--- src/rtl/addsub_pkg.sv ---
// Shared constants and helpers for the pipelined adder/subtractor.
// Op encoding and chunk-width derivation live here so every file agrees on them.
package addsub_pkg;

    localparam logic OP_ADD = 1'b0;
    localparam logic OP_SUB = 1'b1;

    // Guarded so a bad STAGES value reaches the elaboration check instead of dividing by zero.
    function automatic int calc_cw(input int width, input int stages);
        if (stages < 1) begin
            return width;
        end
        return width / stages;
    endfunction

endpackage

--- src/rtl/addsub_chunk.sv ---
// Combinational CW-bit ripple-carry adder; one instance resolves one pipeline chunk.
// Also exposes the carry into the chunk MSB so the top stage can form signed overflow.
module addsub_chunk #(
    parameter int CW = 4
) (
    input  logic [CW-1:0] a,
    input  logic [CW-1:0] b,
    input  logic          cin,
    output logic [CW-1:0] sum,
    output logic          cout,
    output logic          c_msb_in
);

    logic carry;

    always_comb begin
        carry    = cin;
        c_msb_in = cin;
        sum      = '0;
        for (int i = 0; i < CW; i++) begin
            if (i == CW - 1) begin
                c_msb_in = carry;
            end
            sum[i] = a[i] ^ b[i] ^ carry;
            carry  = (a[i] & b[i]) | (carry & (a[i] ^ b[i]));
        end
        cout = carry;
    end

endmodule

--- src/rtl/pipelined_addsub.sv ---
// WIDTH-bit adder/subtractor whose carry chain is cut into STAGES chunks, one resolved per clock.
// Global-enable pipeline: every stage advances together whenever the output is free or drained.
module pipelined_addsub
    import addsub_pkg::*;
#(
    parameter int WIDTH  = 16,
    parameter int STAGES = 4,
    parameter int TAG_W  = 4
) (
    input  logic             clk,
    input  logic             rst_n,
    input  logic             in_valid,
    output logic             in_ready,
    input  logic [WIDTH-1:0] a,
    input  logic [WIDTH-1:0] b,
    input  logic             cin,
    input  logic             op,
    input  logic [TAG_W-1:0] tag,
    output logic             out_valid,
    input  logic             out_ready,
    output logic [WIDTH-1:0] sum,
    output logic             cout,
    output logic             ovf,
    output logic             zero,
    output logic [TAG_W-1:0] out_tag
);

    localparam int CW   = calc_cw(WIDTH, STAGES);
    localparam int NS   = (STAGES < 1) ? 1 : STAGES;
    localparam int LAST = NS - 1;

    generate
        if ((STAGES < 1) || ((WIDTH % NS) != 0) || (TAG_W < 1)) begin : g_param_guard
            $error("pipelined_addsub: WIDTH must be a multiple of STAGES, STAGES >= 1, TAG_W >= 1");
        end
    endgenerate

    // Combinational inputs seen by each stage (from the input port or the previous bank)
    logic [WIDTH-1:0] stg_a   [NS];
    logic [WIDTH-1:0] stg_b   [NS];
    logic [WIDTH-1:0] stg_res [NS];
    logic             stg_c   [NS];
    logic             stg_v   [NS];
    logic [TAG_W-1:0] stg_tag [NS];

    logic [CW-1:0]    chunk_sum  [NS];
    logic             chunk_cout [NS];
    logic             chunk_cmsb [NS];
    logic [WIDTH-1:0] res_d      [NS];

    // Stage register banks
    logic [WIDTH-1:0] a_q   [NS];
    logic [WIDTH-1:0] b_q   [NS];
    logic [WIDTH-1:0] res_q [NS];
    logic             c_q   [NS];
    logic             v_q   [NS];
    logic [TAG_W-1:0] tag_q [NS];
    logic             ovf_q;
    logic             zero_q;
    logic             ovf_d;
    logic             zero_d;

    logic             adv;
    logic [WIDTH-1:0] b_sel;
    logic             c_sel;

    // Subtract is a + ~b + ~cin, so a borrow-in of 1 becomes a carry-in of 0.
    assign b_sel = (op == OP_SUB) ? ~b   : b;
    assign c_sel = (op == OP_SUB) ? ~cin : cin;

    assign adv      = out_ready || !v_q[LAST];
    assign in_ready = adv;

    generate
        for (genvar gi = 0; gi < NS; gi++) begin : g_stage
            if (gi == 0) begin : g_head
                assign stg_a[gi]   = a;
                assign stg_b[gi]   = b_sel;
                assign stg_c[gi]   = c_sel;
                assign stg_res[gi] = '0;
                assign stg_v[gi]   = in_valid;
                assign stg_tag[gi] = tag;
            end else begin : g_body
                assign stg_a[gi]   = a_q[gi-1];
                assign stg_b[gi]   = b_q[gi-1];
                assign stg_c[gi]   = c_q[gi-1];
                assign stg_res[gi] = res_q[gi-1];
                assign stg_v[gi]   = v_q[gi-1];
                assign stg_tag[gi] = tag_q[gi-1];
            end

            addsub_chunk #(
                .CW(CW)
            ) u_chunk (
                .a        (stg_a[gi][gi*CW +: CW]),
                .b        (stg_b[gi][gi*CW +: CW]),
                .cin      (stg_c[gi]),
                .sum      (chunk_sum[gi]),
                .cout     (chunk_cout[gi]),
                .c_msb_in (chunk_cmsb[gi])
            );

            // Bits above the current chunk are still zero, so OR-ing places the new chunk.
            assign res_d[gi] = stg_res[gi] | (WIDTH'(chunk_sum[gi]) << (gi * CW));
        end
    endgenerate

    assign ovf_d  = chunk_cout[LAST] ^ chunk_cmsb[LAST];
    assign zero_d = (res_d[LAST] == '0);

    always_ff @(posedge clk or negedge rst_n) begin
        if (!rst_n) begin
            for (int k = 0; k < NS; k++) begin
                a_q[k]   <= '0;
                b_q[k]   <= '0;
                res_q[k] <= '0;
                c_q[k]   <= 1'b0;
                v_q[k]   <= 1'b0;
                tag_q[k] <= '0;
            end
            ovf_q  <= 1'b0;
            zero_q <= 1'b0;
        end else if (adv) begin
            for (int k = 0; k < NS; k++) begin
                a_q[k]   <= stg_a[k];
                b_q[k]   <= stg_b[k];
                res_q[k] <= res_d[k];
                c_q[k]   <= chunk_cout[k];
                v_q[k]   <= stg_v[k];
                tag_q[k] <= stg_tag[k];
            end
            ovf_q  <= ovf_d;
            zero_q <= zero_d;
        end
    end

    assign out_valid = v_q[LAST];
    assign sum       = res_q[LAST];
    assign cout      = c_q[LAST];
    assign ovf       = ovf_q;
    assign zero      = zero_q;
    assign out_tag   = tag_q[LAST];

endmodule

--- config.mk ---
export PLATFORM = sky130hd
export DESIGN_NAME = pipelined_addsub
export DESIGN_NICKNAME = d
export VERILOG_FILES = /design/src/rtl/addsub_pkg.sv /design/src/rtl/addsub_chunk.sv /design/src/rtl/pipelined_addsub.sv
export SDC_FILE = /design/constraint.sdc
export NUM_CORES = 1
export LEC_CHECK = 0
export ABC_AREA = 1
export BUFFER_PORTS_ARGS = -buffer_cell sky130_fd_sc_hd__buf_2
export CORE_ASPECT_RATIO = 0.9
export CORE_MARGIN = 2
export CORE_UTILIZATION = 31
export DETAILED_ROUTE_END_ITERATION = 8
export SYNTH_ARGS = -nofsm -noshare
export SYNTH_HDL_FRONTEND = slang
export SYNTH_SLANG_ARGS = --single-unit
--- constraint.sdc ---
create_clock -name clk -period 2.77 [get_ports clk]
set_input_delay 0.1385 -clock clk [delete_from_list [all_inputs] [get_ports clk]]
set_output_delay 0.1385 -clock clk [all_outputs]
set_load 0.1 [all_outputs]
==> results.md <==
- Final worst path period need: 2.44 ns
- Area share of the largest cell type after synthesis: 58.3%
- Net count after synthesis: 567
- Prevailing post-synth register cell: sky130_fd_sc_hd__dfrtp_1
- Crit path buffers/inverters: 4
- Hold path cells: 3
- Horizontal die dimension: 136 um
- Slew of the pin with the lowest slew margin: 0.706 ns
- Power density over the cells: 1310 mW/mm2
- Capture point of the worst reg-to-reg path: zero
- Layout-stage area growth over the synthesis result: 24.8%
- IR Drop Worst-Case VDD: 0.000521 V
- Net Sw Frac: 42.6%
- Largest cells by area after synthesis: sky130_fd_sc_hd__dfrtp_1 58%, sky130_fd_sc_hd__nand2_1 16%, sky130_fd_sc_hd__fa_1 6.5%, sky130_fd_sc_hd__o21ai_0 4.6%, sky130_fd_sc_hd__inv_1 3.5%
- Count of standard-cell rows: 43
- IO buf count: 66
- Class of the worst hold path: primary input to register
- # diodes: 0
- Net switching power: 3.41 mW
- Max-capacitance violation count: 0
- Final hold violation count: 0
- Largest net degree at the start of global routing: 64
- Count of antenna-violating nets left after detailed routing: 0
- Count of warnings emitted by yosys: 0
- Total clock buffers created by CTS: 17
- Final count of pins violating max slew: 0
- Drt pass-1 iters: 5
- Combined flip-flop and latch cell area: 0.00285 mm2
- Count of flip-flops with a built-in enable after synthesis: 0
- Initial Utilization: 31.7%
- Standard cell core area: 0.0154 mm2
- Wire length after detailed routing: 9650 um
- Crit. Startpoint: a_q[28]
- Uppermost layer routed: met4
- Total Nets Final: 652
- Combined area of the multi-input logic cells: 0.00165 mm2
- Number of setup violations in the final report: 0
- Post-synthesis instance area: 0.00489 mm2
- DRT iter0 DRCs: 164
- Avg Vias per Cell: 4.27
- Startpoint-to-endpoint class of the critical path: register to register
- Die Y-Extent: 123 um
- Internal portion of total power: 4.59 mW
- Post-place instance area: 0.00533 mm2
- Largest driver fanout on the critical path: 2
- R2R cell count: 13
- Routed length per placed instance: 12.0 um
- Final worst setup slack: 0.332 ns
- Sequential area share after synthesis: 58.3%
- Max Clock Skew: 0.00533 ns
- Launch instance of the worst min-delay path: b[14]
- Power share of the clock group: 26.6%
- Wire length of the first global-routing pass: 16500 um
- RSZ-0062 raised after global routing: no
- H-Tree Depth: 4
- Worst-case register-to-register setup slack: 0.33 ns
- Via count of the first global-routing pass: 3472
- Post-detailed-route DRC marker count: 0
- Leakage power: 3.08 nW
- Wire length on met3: 493 um
- Count of clock tree sinks: 114
- Period utilisation layout: 88.0%
- Synth cell types: 17
- Required time of the critical path: 3.08 ns
- Slowest-stage cell, CP: sky130_fd_sc_hd__fa_1
- Post-detailed-placement half-perimeter wirelength: 6580 um
- Clock-pin slew reported for the worst setup and hold paths after clock tree synthesis: 0.05 ns
- Number of vias after detailed routing: 3446
- Average footprint of a synthesized cell: 9.61 um2
- Post-route design area: 0.00610 mm2
- Stages on the worst setup path: 13
- Met2 wirelength from detailed routing: 4610 um
- # Post-CTS Setup Buffers: 0
- Final weighted congestion in routability-driven placement: 0.767
- Flop pwr share: 34.8%
- DIE AREA: 0.0168 mm2
- Fraction of power consumed by combinational cells: 38.6%
- Cell class contributing the biggest share of worst-path delay: adder cells
- Fill cell instance count of the final layout: 1545
- Remaining max-slew budget at the tightest pin: 52.9%
- Number of synthesized register bits: 114
- Critical path capture point type: register
- Gr usage total: 13.0%
- Cell type with the largest total area after synthesis: sky130_fd_sc_hd__dfrtp_1
- Layout cell share with drive strength beyond 1: 16.9%
- WP data arrival: 2.74 ns
- Most common cell in the synthesized netlist: sky130_fd_sc_hd__nand2_1
- Cell types with the highest counts after synthesis: 210 x sky130_fd_sc_hd__nand2_1, 114 x sky130_fd_sc_hd__dfrtp_1, 46 x sky130_fd_sc_hd__inv_1
- Post-Place Setup Slack: 0.322 ns
- Mapped Cells: 509
- Buffer cell driving the clock tree root: sky130_fd_sc_hd__clkbuf_16
- Grt ovf: 0
- Startpoint of the worst register-to-register path: a_q[28]
- Initial antenna violation count: 0
- Result of the run: completed
- Hold Path End: b_q[62]
- Deepest clock path buffer count: 2
- Maximum clock frequency: 410 MHz
- Startpoint Class: register
- Detailed-route wire length on metal 1: 4300 um
- Hold_ws: 0.0153 ns
- Post-synth ARST share: 100%
- Number of top-level pins: 67
- Clock tree from TritonCTS: yes
- Setup_tns: 0 ns
- Clock insertion delay at the later pin of the skew report: 0.41 ns
- CP peak stage delay: 0.43 ns
- Sequence of cells on the critical path: inv_1 -> fa_1 -> inv_1 -> fa_1 -> fa_1 -> inv_1 -> fa_1 -> inv_1 -> nor2_1 -> nand2_1 -> nor2_1 -> nand2_1 -> nand2_1
[power by group through the flow]
stage,Combinational (mW),Clock (mW),Sequential [mW]
6_report,3.09,2.13,2.78
5_1_grt,3.45,2.25,2.88
4_1_cts,3.15,2.17,2.79
3_5_place_dp,3.12,0,2.81
3_3_place_gp,3.04,0,2.78
2_1_floorplan,1.43,0,3.87
[what timing repair did]
action / 4_1_cts / 5_1_grt
hold buffers: 19 / 0
gates resized for setup: 0 / 0
endpoints found under the hold margin: 72 / 0
[worst register-to-register path, stage by stage (launching register included)]
cell	delay [ns]
sky130_fd_sc_hd__dfrtp_1	0.36
sky130_fd_sc_hd__inv_1	0.10
sky130_fd_sc_hd__fa_1	0.19
sky130_fd_sc_hd__inv_1	0.05
sky130_fd_sc_hd__fa_1	0.39
sky130_fd_sc_hd__fa_1	0.43
sky130_fd_sc_hd__inv_1	0.09
sky130_fd_sc_hd__fa_1	0.42
sky130_fd_sc_hd__inv_1	0.06
sky130_fd_sc_hd__nor2_1	0.03
sky130_fd_sc_hd__nand2_1	0.06
sky130_fd_sc_hd__nor2_1	0.04
sky130_fd_sc_hd__nand2_1	0.06
sky130_fd_sc_hd__nand2_1	0.04
[logic make-up after synthesis]
family                   share of synthesized area [%]
buffers and inverters                             8.03
XOR/XNOR                                          3.22
AO/OA/AOI/OAI                                     6.75
flip-flops                                        58.3
adder cells (fa/ha/maj)                           6.55
AND/OR/NAND/NOR                                   17.1
[per-layer routing]
layer | GRT usage (%) | up-vias
met5 | 0 | -
met4 | 7.29 | 0
met3 | 4.76 | 22
met2 | 20.1 | 70
met1 | 15.7 | 1631
li1 | - | 1723
[through the flow]
stage,instances,total power [mW],utilization [%]
after floorplan,509,5.30,-
after CTS,807,8.12,39.5
final,807,8.00,39.5
after global placement,758,5.82,34.5
after global routing,807,8.58,39.5
after detailed placement,758,5.93,34.5
[how the worst max path moves through the flow]
stage,to
floorplan,zero
global placement,zero
detailed placement,zero
CTS,zero
global route,zero
finish,zero
[placed cells by master, fill, tap and decap left out, drive strengths merged]
cell type / instances
dfrtp: 114
xnor2: 15
o21ai: 66
xor2: 3
clkinv: 3
dlygate4sd3: 19
nand3: 2
bufinv: 2
nor2: 9
clkbuf: 25
fa: 16
inv: 47
nand2: 211
buf: 73
[flip-flops by register name (all words and copies together) (netlist names)]
name       flops
out_tag        4
res_q         24
a_q           24
cout           1
out_valid      1
c_q            3
ovf            1
stg_v          3
zero           1
b_q           24
stg_tag       12
sum           16
[layout make-up]
| type | instances | area share [%] |
|---|---|---|
| sequential | 114 | 46.7 |
| multi-input combinational | 322 | 27.1 |
| timing repair buffer | 92 | 9.63 |
| clock buffer | 25 | 8.28 |
| tap | 202 | 4.14 |
| inverter | 47 | 2.93 |
| clock inverter | 5 | 1.23 |
No activity file was read; power rests on OpenSTA's default activity.
